**src/rtl/semnale_peclock.sv**
```systemverilog
// Three-channel push-button front end: synchronise, debounce and classify each
// press, emitting a one-cycle short/long pulse when the button is released.

module PeclockChannel #(
    parameter int SYNC_STAGES     = 2,
    parameter int DEBOUNCE_CYCLES = 3,
    parameter int LONG_CYCLES     = 16,
    parameter int CNT_W           = 8
) (
    input  logic i_clock,
    input  logic i_reset,
    input  logic i_b,
    output logic o_lung,
    output logic o_scurt
);

    localparam int DW = $clog2(DEBOUNCE_CYCLES + 1);
    localparam logic [DW-1:0]    DEB_LAST = DW'(DEBOUNCE_CYCLES - 1);
    localparam logic [CNT_W-1:0] LONG_MAX = CNT_W'(LONG_CYCLES);

    logic [SYNC_STAGES-1:0] r_sync;
    logic [DW-1:0]          r_stable;
    logic                   r_deb;
    logic                   r_debPrev;
    logic [CNT_W-1:0]       r_hold;
    logic                   w_s;
    logic                   w_fall;

    assign w_s    = r_sync[SYNC_STAGES-1];
    assign w_fall = !r_deb && r_debPrev;

    // The hold count is still valid on the falling-edge cycle, so the
    // classification reads it while the same edge clears it for the next press.
    always_ff @(posedge i_clock) begin
        if (i_reset) begin
            r_sync    <= '0;
            r_stable  <= '0;
            r_deb     <= 1'b0;
            r_debPrev <= 1'b0;
            r_hold    <= '0;
            o_lung    <= 1'b0;
            o_scurt   <= 1'b0;
        end else begin
            r_sync    <= {r_sync[SYNC_STAGES-2:0], i_b};
            r_debPrev <= r_deb;

            if (w_s != r_deb) begin
                if (r_stable == DEB_LAST) begin
                    r_deb    <= w_s;
                    r_stable <= '0;
                end else begin
                    r_stable <= r_stable + 1'b1;
                end
            end else begin
                r_stable <= '0;
            end

            if (r_deb) begin
                if (r_hold < LONG_MAX)
                    r_hold <= r_hold + 1'b1;
            end else begin
                r_hold <= '0;
            end

            o_lung  <= w_fall && (r_hold >= LONG_MAX);
            o_scurt <= w_fall && (r_hold <  LONG_MAX);
        end
    end

endmodule

module semnale_peclock #(
    parameter int SYNC_STAGES     = 2,
    parameter int DEBOUNCE_CYCLES = 3,
    parameter int LONG_CYCLES     = 16,
    parameter int CNT_W           = 8
) (
    input  logic clock,
    input  logic reset,
    input  logic b1,
    input  logic b2,
    input  logic b3,
    output logic lung_1,
    output logic lung_2,
    output logic lung_3,
    output logic scurt_1,
    output logic scurt_2,
    output logic scurt_3
);

    PeclockChannel #(
        .SYNC_STAGES(SYNC_STAGES), .DEBOUNCE_CYCLES(DEBOUNCE_CYCLES),
        .LONG_CYCLES(LONG_CYCLES), .CNT_W(CNT_W)
    ) u_ch1 (
        .i_clock(clock), .i_reset(reset), .i_b(b1), .o_lung(lung_1), .o_scurt(scurt_1)
    );

    PeclockChannel #(
        .SYNC_STAGES(SYNC_STAGES), .DEBOUNCE_CYCLES(DEBOUNCE_CYCLES),
        .LONG_CYCLES(LONG_CYCLES), .CNT_W(CNT_W)
    ) u_ch2 (
        .i_clock(clock), .i_reset(reset), .i_b(b2), .o_lung(lung_2), .o_scurt(scurt_2)
    );

    PeclockChannel #(
        .SYNC_STAGES(SYNC_STAGES), .DEBOUNCE_CYCLES(DEBOUNCE_CYCLES),
        .LONG_CYCLES(LONG_CYCLES), .CNT_W(CNT_W)
    ) u_ch3 (
        .i_clock(clock), .i_reset(reset), .i_b(b3), .o_lung(lung_3), .o_scurt(scurt_3)
    );

endmodule

```
**config.mk**
```make
export PLATFORM = sky130hd
export DESIGN_NAME = semnale_peclock
export DESIGN_NICKNAME = d
export VERILOG_FILES = /design/src/rtl/semnale_peclock.sv
export SDC_FILE = /design/constraint.sdc
export NUM_CORES = 1
export LEC_CHECK = 0
export CORE_MARGIN = 3
export CORE_UTILIZATION = 60
export CTS_BUF_LIST = sky130_fd_sc_hd__clkbuf_4 sky130_fd_sc_hd__clkbuf_8
export DETAILED_ROUTE_END_ITERATION = 16
export GPL_ROUTABILITY_DRIVEN = 0
export PLACE_DENSITY = 0.83
export SLEW_MARGIN = 20
export SYNTH_ARGS = -nofsm -noshare
export SYNTH_HDL_FRONTEND = slang
export SYNTH_SLANG_ARGS = --single-unit
```
**constraint.sdc**
```tcl
create_clock -name clock -period 1.5 [get_ports clock]
set_input_delay 0.15 -clock clock [delete_from_list [all_inputs] [get_ports clock]]
set_output_delay 0.15 -clock clock [all_outputs]
set_load 0.01 [all_outputs]
```
==> flow_metrics.py <==
metrics = {
    "setup_path": {
        "cp-start-kind": "flip-flop",
        "crit_fanout": 6,
        "reg2reg_setup_slack_ns": 0.03,
        "required_ns": 1.81,
        "crit_path_end_kind": "flip-flop",
        "reg2regPathDepth": 3,
        "crit_type": "reg -> reg",
        "r2r-end": "u_ch2.r_hold[3]",
        "r2r-start": "u_ch2.r_hold[4]",
        "arrival_ns": 1.78,
    },
    "clock_network": {
        "post_cts_resized": 0,
        "tritoncts": "yes",
        "post_cts_buffers": 0,
        "hold_buffers": 0,
        "cts_root_buf": "clkbuf_4",
        "htreeDepth": 2,
        "cts_inserted_buffers": 5,
        "path_clk_slew_ns": 0.13,
        "cts_buffer_depth": 2,
        "clock-sinks": 48,
        "clk_latency_ns": 0.36,
    },
    "synthesis": {
        "synthArstFlopShare_pct": 0,
        "synth_edf_count": 0,
        "synth.most_common_cell": "dfxtp_1",
        "yosysTopAreaCellShare_pct": 57.27,
        "ys_types": 18,
        "synth-main-ff-cell": "dfxtp_1",
        "syn_nets": 183,
        "synth_top_area_cell": "dfxtp_1",
        "ys_ff_latch": 48,
        "synth_common_cells": "dfxtp_1 (48), nor2_1 (24), inv_1 (15)",
        "ys_warn_count": 0,
        "synth_area_leaders": "dfxtp_1 (57%), ha_1 (6.7%), nor2_1 (5.4%)",
        "synth.avg_cell_area_um2": 9.928,
        "ys_seq_area_share_pct": 57.27,
        "synthCells": 169,
        "synthesis.area_um2": 1678,
    },
    "status": {
        "status": "complete, no violations",
    },
    "timing": {
        "period_needed_ns": 1.475,
        "slew-limit-headroom_pct": 77.76,
        "min_period_over_period_pct": 98.33,
        "worst_slew_pin_slew_ns": 0.3325,
        "hold_viol": 0,
        "finalSetupTns_ns": 0,
        "setup_viol": 0,
        "rsz0062_at_grt": "true",
        "clock_skew_ns": 0.01608,
        "drv_slew": 0,
        "setup_ws_ns": 0.02511,
        "timing.fmax_ghz": 0.6780,
        "holdWs_ns": 0.3289,
    },
    "global_routing": {
        "grt_overflow": 0,
        "antenna_found_initial": 0,
        "first_global_vias": 1095,
        "grt_util_all_layers_pct": 17.46,
        "grt_pass1_wl_mm": 4.519,
        "grt_start_max_net_pins": 15,
    },
    "detailed_routing": {
        "drtIter0Drc": 36,
        "wl_mm": 2.584,
        "post-route-drc-count": 0,
        "ant_nets": 0,
        "viasPerCell": 5.094,
        "drtPass1Iterations": 4,
        "vias": 1136,
        "wl_per_cell_um": 11.59,
    },
    "power_and_ir_drop": {
        "combPwrFrac_pct": 1.9,
        "powerDensity_nw_per_um2": 987.4,
        "share_seq_of_total_power_pct": 66.9,
        "switchingPower_mw": 0.3946,
        "pwr-share-clk_pct": 31.2,
        "leakage_nw": 0.7489,
        "p_int_mw": 1.530,
        "p_sw_share_pct": 20.50,
        "ir_worst_vdd_mv": 0.9980,
    },
    "layout": {
        "stdcell_area_um2": 1949,
        "fin_nets": 207,
        "fill_cells": 184,
        "drive_gt1_share_pct": 12.95,
        "instances_no_fill": 223,
        "multi_input_area_um2": 669.4,
        "antennaDiodeCount": 0,
        "final-seq-area_um2": 965.9,
        "area_delta_synth_final_pct": 16.18,
    },
    "placed_design": {
        "placed_cell_area_um2": 1872,
        "place_hpwl_mm": 1.961,
        "io_buffer_count": 10,
        "placed_cells": 216,
        "pre_cts_slack_ns": 0.04895,
    },
    "floorplanning": {
        "die_w_um": 58.88,
        "die_y_um": 58.88,
        "coreArea_um2": 2567,
        "die-area_um2": 3467,
        "start_util_pct": 65.35,
        "io_pins": 11,
        "rows": 18,
    },
    "worst_hold_path": {
        "hold_start": "b3",
        "hold_depth": 2,
        "holdPathEnd": "u_ch3.r_sync[0]",
        "hold_path_class": "in -> reg",
    },
    "job": {
        "drv_cap": 0,
    },
}
==> worst max-delay path: stages (launching register included) <==
cell	delay [ns]
dfxtp_2	0.35
or4_4	0.56
or3_4	0.38
a21oi_2	0.13
==> per-stage QoR <==
stage | total power [mW] | util, %
after floorplan | 1.334 | -
after global placement | 1.352 | 72.90
after detailed placement | 1.354 | 72.90
after CTS | 1.941 | 75.24
after global routing | 2.010 | 75.93
final | 1.925 | 75.93
==> cells in the final DEF, fill, tap and decap left out, drive strengths merged <==
cell type	count
a21oi	9
a41oi	3
and2	9
buf	8
clkbuf	6
clkdlybuf4s50	10
clkinv	1
dfxtp	48
ha	9
inv	15
mux2i	3
nand2	9
nand2b	3
nand3	3
nor2	24
nor2b	6
nor4	3
o21ai	6
or3	9
or4	3
xnor2	6
==> metal layers <==
metal	global-route usage, %	share of wire, %
met4	8.738	2.3
met2	30.28	50
met1	19.15	45
met5	0	0
met3	5.263	2.9
==> cell type report <==
| class | instances | area share, % |
|---|---|---|
| Clock buffer | 6 | 2.632 |
| Clock inverter | 1 | 0.4493 |
| Inverter | 15 | 2.888 |
| Multi-Input combinational cell | 105 | 34.34 |
| Sequential cell | 48 | 49.55 |
| Tap cell | 30 | 1.926 |
| Timing Repair Buffer | 18 | 8.216 |
==> state kept, by name, indices dropped and copies added (netlist names), 2 cells and up <==
name	cells
u_ch2.r_sync	2
u_ch1.r_stable	2
u_ch1.r_sync	2
u_ch3.r_hold	8
u_ch1.r_hold	8
u_ch3.r_sync	2
u_ch2.r_hold	8
u_ch2.r_stable	2
u_ch3.r_stable	2
==> cells by family (layout without fill, tap and decap cells) <==
family / after synthesis / in the layout / synth area share (%)
compound gates: 18 / 18 / 6.040
xor+xnor: 6 / 6 / 3.132
fa+ha+maj: 9 / 9 / 6.712
buf+inv: 16 / 40 / 3.579
flops: 48 / 48 / 57.27
mux: 3 / 3 / 1.790
simple gates: 69 / 69 / 21.48
==> worst max-delay path by stage <==
| stage | from | to | slack (ns) |
|---|---|---|---|
| after floorplan | u_ch2.r_hold[4] | u_ch2.r_hold[3] | 0.12 |
| after global placement | u_ch3.r_hold[4] | u_ch3.r_hold[3] | 0.1 |
| after detailed placement | u_ch1.r_hold[7] | u_ch1.r_hold[3] | 0.05 |
| after CTS | u_ch1.r_hold[7] | u_ch1.r_hold[3] | 0.01 |
| after global routing | u_ch2.r_hold[4] | u_ch2.r_hold[3] | -0.009 |
| final | u_ch2.r_hold[4] | u_ch2.r_hold[3] | 0.03 |
==> power groups by stage <==
stage / combinational, mW / clock [mW] / sequential [mW]
CTS: 0.0368 / 0.615 / 1.29
global route: 0.0414 / 0.678 / 1.29
floorplan: 0.0180 / 0 / 1.32
finish: 0.0363 / 0.600 / 1.29
detailed placement: 0.0367 / 0 / 1.32
global placement: 0.0351 / 0 / 1.32
(Power assumes the default switching activity.)
